## src/rtl/dict_loader.sv

```systemverilog
// Streams a dictionary image (header + field words) from word memory into three dictionary write ports.
// Optional DICT_LOADER_CHECKSUM_EN appends a trailing XOR word that is verified before DONE.
module dict_loader #(
  parameter int          FIELD1_VAL_WIDTH = 7,
  parameter int          FIELD2_VAL_WIDTH = 12,
  parameter int          FIELD3_VAL_WIDTH = 13,
  parameter int          FIELD1_KEY_WIDTH = 3,
  parameter int          FIELD2_KEY_WIDTH = 6,
  parameter int          FIELD3_KEY_WIDTH = 7,
  parameter logic [31:0] DICT_BASE_ADDR   = 32'h0001_0000
) (
  input  logic                        clk,
  input  logic                        resetn,
  input  logic                        start,
  output logic                        mem_req_valid,
  input  logic                        mem_req_ready,
  output logic [31:0]                 mem_req_addr,
  input  logic [31:0]                 mem_req_rdata,
  output logic                        dict1_write_enable,
  output logic [FIELD1_VAL_WIDTH-1:0] dict1_write_val,
  output logic                        dict2_write_enable,
  output logic [FIELD2_VAL_WIDTH-1:0] dict2_write_val,
  output logic                        dict3_write_enable,
  output logic [FIELD3_VAL_WIDTH-1:0] dict3_write_val,
  output logic                        busy,
  output logic                        done,
  output logic                        error
);

  typedef enum logic [2:0] {
    IDLE, HDR, F1, F2, F3, DONE, ERR
`ifdef DICT_LOADER_CHECKSUM_EN
    , CSUM
`endif
  } state_t;

  state_t      state;
  state_t      adv_state;
  logic [7:0]  n1_q, n2_q, n3_q;
  logic [7:0]  cnt;
  logic [7:0]  cur_n;
  logic [1:0]  cur_idx;
  logic        hdr_bad;
  logic        cap;
`ifdef DICT_LOADER_CHECKSUM_EN
  logic [31:0] csum;
`endif

  // First non-empty field after position 'after' (0 = header), else the terminal state.
  function automatic state_t next_field(input logic [1:0] after,
                                        input logic [7:0] c1, input logic [7:0] c2,
                                        input logic [7:0] c3);
    if (after == 2'd0 && c1 != 8'd0) return F1;
    if (after <= 2'd1 && c2 != 8'd0) return F2;
    if (after <= 2'd2 && c3 != 8'd0) return F3;
`ifdef DICT_LOADER_CHECKSUM_EN
    if (after != 2'd0) return CSUM;
`endif
    return DONE;
  endfunction

  assign cap = mem_req_valid && mem_req_ready;

  assign hdr_bad = (mem_req_rdata[31:24] != 8'hD1) ||
                   (32'(mem_req_rdata[7:0])   > (32'd1 << FIELD1_KEY_WIDTH)) ||
                   (32'(mem_req_rdata[15:8])  > (32'd1 << FIELD2_KEY_WIDTH)) ||
                   (32'(mem_req_rdata[23:16]) > (32'd1 << FIELD3_KEY_WIDTH));

  always_comb begin
    cur_idx = 2'd0;
    cur_n   = n1_q;
    case (state)
      F1:      begin cur_idx = 2'd1; cur_n = n1_q; end
      F2:      begin cur_idx = 2'd2; cur_n = n2_q; end
      F3:      begin cur_idx = 2'd3; cur_n = n3_q; end
      default: begin cur_idx = 2'd0; cur_n = n1_q; end
    endcase
    if (state == HDR)
      adv_state = next_field(2'd0, mem_req_rdata[7:0], mem_req_rdata[15:8], mem_req_rdata[23:16]);
    else
      adv_state = next_field(cur_idx, n1_q, n2_q, n3_q);
  end

  always_ff @(posedge clk or negedge resetn) begin
    if (!resetn) begin
      state              <= IDLE;
      mem_req_valid      <= 1'b0;
      mem_req_addr       <= 32'd0;
      dict1_write_enable <= 1'b0;
      dict1_write_val    <= '0;
      dict2_write_enable <= 1'b0;
      dict2_write_val    <= '0;
      dict3_write_enable <= 1'b0;
      dict3_write_val    <= '0;
      busy               <= 1'b0;
      done               <= 1'b0;
      error              <= 1'b0;
      n1_q               <= 8'd0;
      n2_q               <= 8'd0;
      n3_q               <= 8'd0;
      cnt                <= 8'd0;
`ifdef DICT_LOADER_CHECKSUM_EN
      csum               <= 32'd0;
`endif
    end else begin
      dict1_write_enable <= 1'b0;
      dict2_write_enable <= 1'b0;
      dict3_write_enable <= 1'b0;
      case (state)
        IDLE, DONE, ERR: begin
          if (start) begin
            state         <= HDR;
            mem_req_valid <= 1'b1;
            mem_req_addr  <= DICT_BASE_ADDR;
            busy          <= 1'b1;
            done          <= 1'b0;
            error         <= 1'b0;
            cnt           <= 8'd0;
`ifdef DICT_LOADER_CHECKSUM_EN
            csum          <= 32'd0;
`endif
          end
        end
        HDR: begin
          if (cap) begin
            mem_req_valid <= 1'b0;
            mem_req_addr  <= mem_req_addr + 32'd4;
            n1_q          <= mem_req_rdata[7:0];
            n2_q          <= mem_req_rdata[15:8];
            n3_q          <= mem_req_rdata[23:16];
            if (hdr_bad) begin
              state <= ERR;
              busy  <= 1'b0;
              error <= 1'b1;
            end else begin
              state <= adv_state;
              busy  <= (adv_state != DONE);
              done  <= (adv_state == DONE);
            end
          end
        end
        F1, F2, F3: begin
          // Valid is only low here for the single gap cycle after a capture.
          if (!mem_req_valid) begin
            mem_req_valid <= 1'b1;
          end else if (mem_req_ready) begin
            mem_req_valid <= 1'b0;
            mem_req_addr  <= mem_req_addr + 32'd4;
`ifdef DICT_LOADER_CHECKSUM_EN
            csum          <= csum ^ mem_req_rdata;
`endif
            case (state)
              F1: begin
                dict1_write_enable <= 1'b1;
                dict1_write_val    <= mem_req_rdata[FIELD1_VAL_WIDTH-1:0];
              end
              F2: begin
                dict2_write_enable <= 1'b1;
                dict2_write_val    <= mem_req_rdata[FIELD2_VAL_WIDTH-1:0];
              end
              default: begin
                dict3_write_enable <= 1'b1;
                dict3_write_val    <= mem_req_rdata[FIELD3_VAL_WIDTH-1:0];
              end
            endcase
            if (cnt == cur_n - 8'd1) begin
              cnt   <= 8'd0;
              state <= adv_state;
              busy  <= (adv_state != DONE);
              done  <= (adv_state == DONE);
            end else begin
              cnt <= cnt + 8'd1;
            end
          end
        end
`ifdef DICT_LOADER_CHECKSUM_EN
        CSUM: begin
          if (!mem_req_valid) begin
            mem_req_valid <= 1'b1;
          end else if (mem_req_ready) begin
            mem_req_valid <= 1'b0;
            mem_req_addr  <= mem_req_addr + 32'd4;
            busy          <= 1'b0;
            if (mem_req_rdata != csum) begin
              state <= ERR;
              error <= 1'b1;
            end else begin
              state <= DONE;
              done  <= 1'b1;
            end
          end
        end
`endif
        default: state <= IDLE;
      endcase
    end
  end

endmodule

```

## config.mk

```make
export PLATFORM = sky130hd
export DESIGN_NAME = dict_loader
export DESIGN_NICKNAME = d
export VERILOG_FILES = /design/src/rtl/dict_loader.sv
export SDC_FILE = /design/constraint.sdc
export NUM_CORES = 1
export LEC_CHECK = 0
export BUFFER_PORTS_ARGS = -buffer_cell sky130_fd_sc_hd__buf_2
export CAP_MARGIN = 40
export CORE_UTILIZATION = 40
export CTS_CLUSTER_DIAMETER = 200
export CTS_CLUSTER_SIZE = 24
export DETAILED_ROUTE_END_ITERATION = 6
export PLACE_DENSITY = 0.67
export SYNTH_ARGS = -nofsm -noshare
export SYNTH_HDL_FRONTEND = slang
export SYNTH_SLANG_ARGS = --single-unit
```

## constraint.sdc

```tcl
create_clock -name clk -period 4.9 [get_ports clk]
set_input_delay 0.49 -clock clk [delete_from_list [all_inputs] [get_ports clk]]
set_output_delay 0.49 -clock clk [all_outputs]
set_load 0.02 [all_outputs]
```

==> out/qor.yml, run 1 <==
cts:
  htree_num_levels: 3
  clk_latency_ns: 0.35
  clkSlewWorstSetupHoldPaths_ns: 0.07
  post_cts_resized: 0
  cts_buffers: 9
  cts_tree: "yes"
  cts_buffer_depth: 2
  root_buffer: "clkbuf_16"
  cts_hold_buf: 0
  cts_setup_buffers: 0
  cts.sinks: 104
cells_and_area:
  final_common_cell: "dfrtp_1"
  drive_gt1_share_pct: 32.0
  area_growth_pct: 18.8
  register_area_um2: 2600
  multi_input_area_um2: 2720
  design_area_um2: 6520
  diodes: 0
  final_cell_mix: "104 x dfrtp_1, 103 x buf_2, 57 x mux2_2, 48 x nor2_1, 37 x nand2_1"
  nNetsFinal: 668
  fill_cells: 1234
drt:
  drc: 0
  drt_iter0_drc: 332
  routed_wl_mm: 13.2
  dr.pass1.iters: 4
  routedWlPerCell_um: 16.3
  num_vias: 4508
  vias_per_cell: 5.57
  drtAntennaViolNets: 0
logic_synthesis:
  postSynthCellCount: 530
  yosysWarnings: 0
  synth-edff-count: 0
  synth_area_um2: 5490
  avgSynthCellArea_um2: 10.4
  synth_cell_type_count: 69
  ys_seq_area_share_pct: 47.4
  synth_flop_cell: "dfrtp_1"
  ys_ff_latch: 104
  ys_async_sr_fraction_pct: 100
sta:
  min_period_ns: 3.74
  tightest_slew_ns: 0.762
  timing.fmax_mhz: 268
  post-route-period-util_pct: 76.3
  setup_violations: 0
  fin_tns_setup_ns: 0
  rsz0062_at_grt: "no"
  max_slew_margin_pct: 49.2
  hold_viol: 0
  fin_skew_ns: 0.00877
  finalMaxSlewViolations: 0
global_routing:
  grt_max_degree: 69
  grt_pass1_vias: 4384
  antenna_found_initial: 0
  overflow: 0
  grt_pass1_wl_mm: 21.9
  grt_usage_pct: 19.4
placed_design:
  placed_area_um2: 6190
  port_buffers: 104
  gp_congestion: 0.862
  dpl.hpwl_mm: 9.82
floorplan:
  initial_core_util_pct: 41.3
  die_x_um: 119
  die_area_um2: 14200
  die_y_um: 119
  rows: 42
  ioPinCount: 107
  core_area_um2: 13300
critical_path:
  startpoint_type: "flip-flop"
  rr_endpoint: "cnt[0]"
  ff2ff_path_depth: 11
  arrival_ns: 3.97
  crit_path_end_kind: "flip-flop"
  worstSetupPathType: "flip-flop to flip-flop"
  crit_path_max_fanout: 28
  reg2reg_from: "state[0]"
  r2r_slack_ns: 1.16
  required_ns: 5.13
hold_path:
  min_path_type: "input port to asynchronous set/reset pin"
flow_run:
  drv_cap: 0
power_and_ir_drop:
  ir_worst_vdd_uv: 379
  power_density_nw_per_um2: 633
  static-leakage-power_nw: 2.98
outcome:
  status: "completed"
## through the flow
step	worst slack, ns	total power, mW	hold WS [ns]	utilization (%)	cells
final	1.16	4.13	0.127	49.0	810
after global placement	1.31	3.29	0.466	46.3	792
after floorplan	1.78	2.85	0.194	-	531
after global routing	0.987	4.41	0.152	49.0	810
after detailed placement	1.22	3.36	0.482	46.6	794
after CTS	1.19	4.16	0.149	49.0	810
## where the power goes
part / switching, mW / total [mW] / internal, mW
sequential: 0.271 / 1.41 / 1.14
clock: 0.316 / 0.780 / 0.463
combinational: 1.11 / 1.94 / 0.834
total: 1.70 / 4.13 / 2.43
## metal layers
metal,up-vias,part of all wire (%),GRT usage [%]
li1,2127,-,-
met1,2207,44,25.0
met2,155,48,31.8
met3,19,5.5,5.17
met4,0,1.7,6.01
met5,-,0,0
## cell usage after synthesis (all sizes together), types with 7 or more instances
cell type  instances  area share, %
nand4              8           0.91
xor2              18            2.9
and3               7           0.80
xnor2              8            1.3
buf                8            1.3
nor3              12            1.2
inv               12           0.82
nand2             37            2.5
nor2              48            3.3
nand3             23            2.3
clkbuf            17            1.2
o21ai             32            2.9
nor3b              8            1.1
a21oi             24            2.2
or3                8           0.91
dfrtp            104             47
a21o               7           0.96
mux2              58             12
## sequential cells by signal, summed over array words and instances, names as in the netlist, 3 cells and up
| name | count |
|---|---|
| state | 3 |
| dict2_write_val | 12 |
| dict3_write_val | 13 |
| dict1_write_val | 7 |
| n1_q | 8 |
| n3_q | 8 |
| mem_req_addr | 30 |
| cnt | 8 |
| n2_q | 8 |
## worst max-delay path, cell delays in order, from the launching register on
cell and delay (ns):
dfrtp_1 0.66, or3b_1 0.68, o32a_1 0.27, nand2_1 0.10, ha_1 0.21, nand3_2 0.12, mux2_4 0.34, o22ai_4 0.21
o21ai_1 0.08, o32a_1 0.43, and2b_4 0.25, mux2_2 0.25
## how the worst max path moves through the flow
stage | from | to | slack [ns] | cells after the start
floorplan | state[0] | cnt[0] | 1.78 | 14
global placement | state[0] | cnt[0] | 1.31 | 11
detailed placement | state[0] | cnt[0] | 1.22 | 11
CTS | state[0] | cnt[0] | 1.19 | 11
global route | state[0] | cnt[0] | 0.99 | 11
finish | state[0] | cnt[0] | 1.16 | 11
## area by class of cell
| cell class | count | share of cell area [%] |
|---|---|---|
| tap | 176 | 3.38 |
| sequential | 104 | 39.9 |
| inverter | 13 | 0.748 |
| timing repair buffer | 112 | 9.25 |
| clock buffer | 10 | 3.67 |
| clock inverter | 6 | 1.38 |
| multi-input combinational | 389 | 41.7 |
## logic make-up (layout without fill, tap and decap cells)
family	count (synthesis)	count (layout)	share of synthesized area (%)
multiplexers	60	60	12.3
XOR/XNOR	26	26	4.15
buffers and inverters	38	141	3.35
adder cells (fa/ha/maj)	3	3	0.684
AND/OR/NAND/NOR	185	185	17.5
other	1	2	0.0683
AO/OA/AOI/OAI	113	113	14.5
flip-flops	104	104	47.4
No activity file was read; power rests on OpenSTA's default activity.
==> run 2: changes to the inputs <==
ABC_AREA = 1   (was not set)
clock period = 3.7 ns   (was 4.9 ns; I/O delays follow)
==> out/qor.yml, run 2 <==
placed_design:
  placed_area_um2: 6360  # was 6190 µm²
  placed_cells: 1004  # was 794
  post-place-ws_ns: 0.735  # was 1.22 ns
  port_buffers: 104  # unchanged
  gp_congestion: 0.904  # was 0.862
  dpl.hpwl_mm: 11.2  # was 9.82 mm
cts:
  clkSlewWorstSetupHoldPaths_ns: 0.08  # was 0.07 ns
  root_buffer: "clkbuf_16"  # unchanged
  cts.sinks: 104  # unchanged
  cts_tree: "yes"  # unchanged
  cts_setup_buffers: 0  # unchanged
  cts_hold_buf: 0  # unchanged
  cts_buffers: 9  # unchanged
  htree_num_levels: 3  # unchanged
  clk_latency_ns: 0.36  # was 0.35 ns
  cts_buffer_depth: 2  # unchanged
  post_cts_resized: 0  # unchanged
global_routing:
  grt_pass1_vias: 4904  # was 4,384
  grt_pass1_wl_mm: 24.6  # was 21.9 mm
  grt_usage_pct: 21.6  # was 19.4%
  antenna_found_initial: 0  # unchanged
  grt_max_degree: 56  # was 69
  overflow: 0  # unchanged
cells_and_area:
  area_growth_pct: 17.9  # was 18.8%
  diodes: 0  # unchanged
  multi_input_area_um2: 2610  # was 2720 µm²
  final_cell_mix: "183 x nand2_1, 104 x dfrtp_1, 103 x buf_2, 89 x inv_1, 75 x o21ai_0"  # was 104 x dfrtp_1, 103 x buf_2, 57 x mux2_2, 48 x nor2_1, 37 x nand2_1
  regMostFlops: "mem_req_addr"  # unchanged
  nNetsFinal: 874  # was 668
  drive_gt1_share_pct: 19.4  # was 32.0%
  final_common_cell: "nand2_1"  # was dfrtp_1
  largest_register_ffs: 30  # unchanged
  design_area_um2: 6680  # was 6520 µm²
  register_area_um2: 2600  # unchanged
  fill_cells: 1375  # was 1,234
  utilization_pct: 48.3  # was 49.0%
  top_regs: "mem_req_addr x30, dict3_write_val x13, dict2_write_val x12"  # unchanged
  final_cells: 1020  # was 810
floorplan:
  die_x_um: 121  # was 119 µm
  die_y_um: 121  # was 119 µm
  ioPinCount: 107  # unchanged
  rows: 43  # was 42
  core_area_um2: 13800  # was 13,300 µm²
  die_area_um2: 14600  # was 14,200 µm²
  initial_core_util_pct: 41.0  # was 41.3%
critical_path:
  arrival_ns: 3.26  # was 3.97 ns
  crit_path_end_kind: "flip-flop"  # unchanged
  required_ns: 3.92  # was 5.13 ns
  slowest_stage: "dfrtp_1"  # was or3b_1
  startpoint_type: "flip-flop"  # unchanged
  worstSetupPathType: "flip-flop to flip-flop"  # unchanged
  r2r_slack_ns: 0.66  # was 1.16 ns
  cp_cell_sequence: "inv_1 > nand3_2 > nand2_4 > nor2_4 > inv_6 > nor2_2 > nand2_2 > nand2_2 > nor2_4 > inv_2 > nor2_1 > inv_2 > o32ai_1"  # was or3b_1 > o32a_1 > nand2_1 > ha_1 > nand3_2 > mux2_4 > o22ai_4 > o21ai_1 > o32a_1 > and2b_4 > mux2_2
  crit_path_max_fanout: 24  # was 28
  slowest_delay_ns: 0.75  # was 0.68 ns
logic_synthesis:
  netlist_top_cells_count: "183 x nand2_1, 104 x dfrtp_1, 89 x inv_1, 75 x o21ai_0, 58 x nor2_1"  # was 104 x dfrtp_1, 57 x mux2_2, 48 x nor2_1, 37 x nand2_1, 31 x o21ai_0
  synth.top_cell.area_share_pct: 45.9  # was 47.4%
  synth_cell_type_count: 41  # was 69
  postSynthCellCount: 734  # was 530
  ys_seq_area_share_pct: 45.9  # was 47.4%
  post-synth-top-count-cell: "nand2_1"  # was dfrtp_1
  synth_area_um2: 5670  # was 5490 µm²
  yosysTopAreaCell: "dfrtp_1"  # unchanged
  ys_ff_latch: 104  # unchanged
  synth-edff-count: 0  # unchanged
  ys_async_sr_fraction_pct: 100  # unchanged
  synthTopCellsByArea: "dfrtp_1 46%, nand2_1 12%, o21ai_0 6.6%"  # was dfrtp_1 47%, mux2_2 12%, nor2_1 3.3%
  avgSynthCellArea_um2: 7.72  # was 10.4 µm²
  yosysWarnings: 0  # unchanged
  synth_flop_cell: "dfrtp_1"  # unchanged
power_and_ir_drop:
  ir_worst_vdd_uv: 516  # was 379 µV
  total_power_mw: 5.33  # was 4.13 mW
  static-leakage-power_nw: 3.31  # was 2.98 nW
  power_density_nw_per_um2: 798  # was 633 nW/µm²
sta:
  min_period_ns: 3.04  # was 3.74 ns
  post-route-period-util_pct: 82.2  # was 76.3%
  setup_violations: 0  # unchanged
  setup_ws_ns: 0.660  # was 1.16 ns
  fin_skew_ns: 0.00985  # was 0.00877 ns
  timing.fmax_mhz: 329  # was 268 MHz
  max_slew_margin_pct: 53.7  # was 49.2%
  tightest_slew_ns: 0.694  # was 0.762 ns
  hold_ws_ns: 0.0482  # was 0.127 ns
  finalMaxSlewViolations: 0  # unchanged
  hold_viol: 0  # unchanged
  fin_tns_setup_ns: 0  # unchanged
  rsz0062_at_grt: "no"  # unchanged
drt:
  routedWlPerCell_um: 14.4  # was 16.3 µm
  vias_per_cell: 5.09  # was 5.57
  dr.pass1.iters: 7  # was 4
  num_vias: 5190  # was 4,508
  routed_wl_mm: 14.7  # was 13.2 mm
  drt_iter0_drc: 347  # was 332
  drc: 0  # unchanged
  drtAntennaViolNets: 0  # unchanged
outcome:
  status: "completed"  # unchanged
hold_path:
  min_path_type: "input port to asynchronous set/reset pin"  # unchanged
flow_run:
  drv_cap: 0  # unchanged
run 2: changes by cell type after synthesis, moves of 10 or more:
cell     previous run  this run
nand4_1             8        24
mux2_2             57         3
inv_1              12        89
a21oi_1            24        14
o21ai_0            31        75
nand2_1            37       183
nor2_1             48        58
nand3_1            21        49
run 2: final timing paths:
kind / start / cells after the start / endpoint
setup / recovery: state[2] / 13 / mem_req_addr[8]
hold / removal: resetn / 1 / n3_q[5]
setup reg to reg: state[2] / 13 / mem_req_addr[8]
hold reg to reg: dict3_write_val[8] / 2 / dict3_write_val[8]
max in group asynchronous: resetn / 2 / n1_q[5]
min in group clk: mem_req_rdata[13] / 2 / n2_q[5]
run 2: worst max-delay path, delay by kind of cell, from the launching register on:
family                 cells  cell delay [ns]
AO/OA/AOI/OAI              1             0.08
buffers and inverters      4             0.68
flip-flops                 1             0.75
AND/OR/NAND/NOR            8             1.39
run 2: cell type report:
cell class	instances	area share, %
inverters	97	5.52
flip-flops and latches	104	38.9
clock inverters	7	1.40
multi-input cells	515	39.0
repair buffers	108	8.39
clock buffers	9	3.37
well taps	180	3.37
run 2: cell families (layout without fill, tap and decap cells):
| kind of cell | after synthesis | after routing | synth area share, % |
|---|---|---|---|
| adders and majority gates | 3 | 3 | 0.662 |
| AOI/OAI and AO/OA | 112 | 112 | 10.9 |
| and+or+nand+nor | 375 | 375 | 30.6 |
| buffers and inverters | 116 | 221 | 8.17 |
| DFF | 104 | 104 | 45.9 |
| other | 1 | 2 | 0.0662 |
| muxes | 3 | 3 | 0.596 |
| xor gates and xnor gates | 20 | 20 | 3.09 |
run 2: routing by layer:
layer / vias to the layer above / track usage (%) / share of wire [%]
met2: 137 / 33.5 / 47
met3: 23 / 5.08 / 5.2
met5: - / 0 / 0
met1: 2419 / 30.3 / 47
li1: 2611 / - / -
met4: 0 / 4.94 / 1.2
run 2: power breakdown:
group	total, mW	leakage (nW)	switching, mW	internal, mW
Clock	0.990	0.154	0.500	0.490
Combinational	2.54	1.80	1.74	0.794
Sequential	1.81	1.35	0.307	1.50
Total	5.33	3.31	2.55	2.78
==> run 3: changes to the inputs <==
PLACE_DENSITY = 0.69   (was 0.67)
clock period = 2.5 ns   (was 3.7 ns; I/O delays follow)
==> out/qor.yml, run 3 (synthesis gave the netlist of run 2 again) <==
sta:
  fin_tns_setup_ns: 0  # unchanged
  timing.fmax_mhz: 427  # was 329 MHz
  fin_skew_ns: 0.00768  # was 0.00985 ns
  hold_viol: 0  # unchanged
  setup_violations: 0  # unchanged
  min_period_ns: 2.34  # was 3.04 ns
  finalMaxSlewViolations: 0  # unchanged
  tightest_slew_ns: 0.656  # was 0.694 ns
  post-route-period-util_pct: 93.6  # was 82.2%
  max_slew_margin_pct: 56.2  # was 53.7%
  rsz0062_at_grt: "yes"  # was no
cts:
  cts.sinks: 104  # unchanged
  cts_tree: "yes"  # unchanged
  htree_num_levels: 3  # unchanged
  root_buffer: "clkbuf_16"  # unchanged
  cts_buffers: 9  # unchanged
  cts_buffer_depth: 2  # unchanged
  clkSlewWorstSetupHoldPaths_ns: 0.07  # was 0.08 ns
  clk_latency_ns: 0.36  # about the same
critical_path:
  r2r_slack_ns: 0.16  # was 0.66 ns
  crit_path_end_kind: "flip-flop"  # unchanged
  ff2ff_path_depth: 16  # was 13
  worstSetupPathType: "flip-flop to flip-flop"  # unchanged
  reg2reg_from: "state[0]"  # was state[2]
  required_ns: 2.78  # was 3.92 ns
  rr_endpoint: "mem_req_addr[21]"  # was mem_req_addr[8]
  startpoint_type: "flip-flop"  # unchanged
  crit_path_max_fanout: 13  # was 24
  arrival_ns: 2.62  # was 3.26 ns
hold_path:
  hold_start: "mem_req_rdata[13]"
  min_path_type: "input port to flip-flop"  # was input port to asynchronous set/reset pin
  whs_path_depth: 2
  hold_path_end: "n2_q[5]"
global_routing:
  overflow: 0  # unchanged
  grt_max_degree: 51  # was 56
  grt_pass1_wl_mm: 24.5  # was 24.6 mm
  grt_pass1_vias: 4917  # was 4,904
  antenna_found_initial: 0  # unchanged
  grt_usage_pct: 21.4  # was 21.6%
floorplan:
  die_area_um2: 14600  # unchanged
  die_y_um: 121  # unchanged
  initial_core_util_pct: 41.0  # unchanged
  ioPinCount: 107  # unchanged
  core_area_um2: 13800  # unchanged
  die_x_um: 121  # unchanged
  rows: 43  # unchanged
power_and_ir_drop:
  seq_power_share_pct: 32.4  # was 33.9%
  ir_worst_vdd_uv: 606  # was 516 µV
  static-leakage-power_nw: 3.41  # was 3.31 nW
  internal_power_mw: 4.37  # was 2.78 mW
  clkPwrFrac_pct: 16.8  # was 18.6%
  total_power_mw: 8.17  # was 5.33 mW
  power_density_nw_per_um2: 1190  # was 798 nW/µm²
  switching_share_pct: 46.5  # was 47.8%
  p_comb_share_pct: 50.9  # was 47.6%
  netSwitchingPower_mw: 3.80  # was 2.55 mW
drt:
  dr.pass1.iters: 7  # unchanged
  drt_iter0_drc: 333  # was 347
  drtAntennaViolNets: 0  # unchanged
  routed_wl_mm: 14.6  # was 14.7 mm
  num_vias: 5277  # was 5,190
  routedWlPerCell_um: 14.0  # was 14.4 µm
  vias_per_cell: 5.06  # was 5.09
  drc: 0  # unchanged
placed_design:
  gp_congestion: 0.921  # was 0.904
  dpl.hpwl_mm: 11.2  # about the same
  port_buffers: 104  # unchanged
cells_and_area:
  regMostFlops: "mem_req_addr"  # unchanged
  top_regs: "mem_req_addr x30, dict3_write_val x13, dict2_write_val x12"  # unchanged
  drive_gt1_share_pct: 22.5  # was 19.4%
  final_cell_mix: "183 x nand2_1, 103 x buf_2, 101 x dfrtp_1, 88 x inv_1, 75 x o21ai_0"  # was 183 x nand2_1, 104 x dfrtp_1, 103 x buf_2, 89 x inv_1, 75 x o21ai_0
  final_common_cell: "nand2_1"  # unchanged
  largest_register_ffs: 30  # unchanged
  nNetsFinal: 896  # was 874
  area_growth_pct: 21.0  # was 17.9%
  diodes: 0  # unchanged
flow_run:
  drv_cap: 0  # unchanged
outcome:
  status: "completed"  # unchanged
run 3: worst max-delay path, cell delays in order, from the launching register on:
cell and delay [ns]:
dfrtp_2 0.45, buf_4 0.15, nand2_1 0.13, nand3_1 0.09, o21a_1 0.13, nand2_1 0.10
nand2_1 0.08, clkinv_1 0.06, nand2_2 0.07, nor2_4 0.18, buf_4 0.24, nand2_2 0.09
nor2_4 0.11, nand2_2 0.08, o21ai_1 0.12, nand2_1 0.06, nor2_1 0.12
run 3: final cells by class:
class | instances | area [µm²]
clock buffers | 10 | 229
clock inverters | 6 | 58.8
fillers | 1345 | 6970
inverters | 97 | 369
multi-input cells | 515 | 2640
flip-flops and latches | 104 | 2610
well taps | 180 | 225
repair buffers | 130 | 733
run 3: layer usage:
layer / up-vias / global-route usage [%] / wire (µm)
li1: 2650 / - / -
met1: 2461 / 30.4 / 6980
met2: 156 / 33.1 / 6660
met3: 10 / 4.42 / 833
met4: 0 / 5.79 / 110
met5: - / 0 / 0
run 3: worst max path at each step:
stage | startpoint | endpoint | slack (ns) | depth (start not counted)
3_5_place_dp | state[1] | state[1] | 0.08 | 17
3_3_place_gp | state[2] | state[1] | 0.19 | 17
4_1_cts | state[1] | state[1] | 0.06 | 17
2_1_floorplan | state[1] | state[1] | 0.21 | 17
5_1_grt | state[0] | mem_req_addr[21] | -0.02 | 16
6_report | state[0] | mem_req_addr[21] | 0.16 | 16
run 3: power by group through the flow:
stage / sequential [mW] / clock, mW / combinational, mW
floorplan: 2.96 / 0 / 2.50
CTS: 2.64 / 1.41 / 3.99
finish: 2.65 / 1.37 / 4.16
global placement: 2.66 / 0 / 3.92
global route: 2.72 / 1.46 / 4.70
detailed placement: 2.66 / 0 / 3.98
run 3: timing repair:
| item | in CTS | in global routing |
|---|---|---|
| endpoints found under the setup margin | 0 | 15 |
| hold buffers | 1 | 0 |
| endpoints found under the hold margin | 36 | 0 |
| buffers inserted | 0 | 6 |
| resized for setup | 0 | 13 |
run 3: metrics by stage:
stage	util (%)	hold WS [ns]	cell area, µm²	std cells	setup slack, ns
floorplan	-	-0.0456	5670	735	0.214
global placement	46.9	0.264	6480	1019	0.186
detailed placement	46.9	0.253	6480	1019	0.0812
CTS	49.0	0.143	6780	1036	0.0633
global route	49.6	0.148	6860	1042	-0.0195
finish	49.6	0.152	6860	1042	0.160
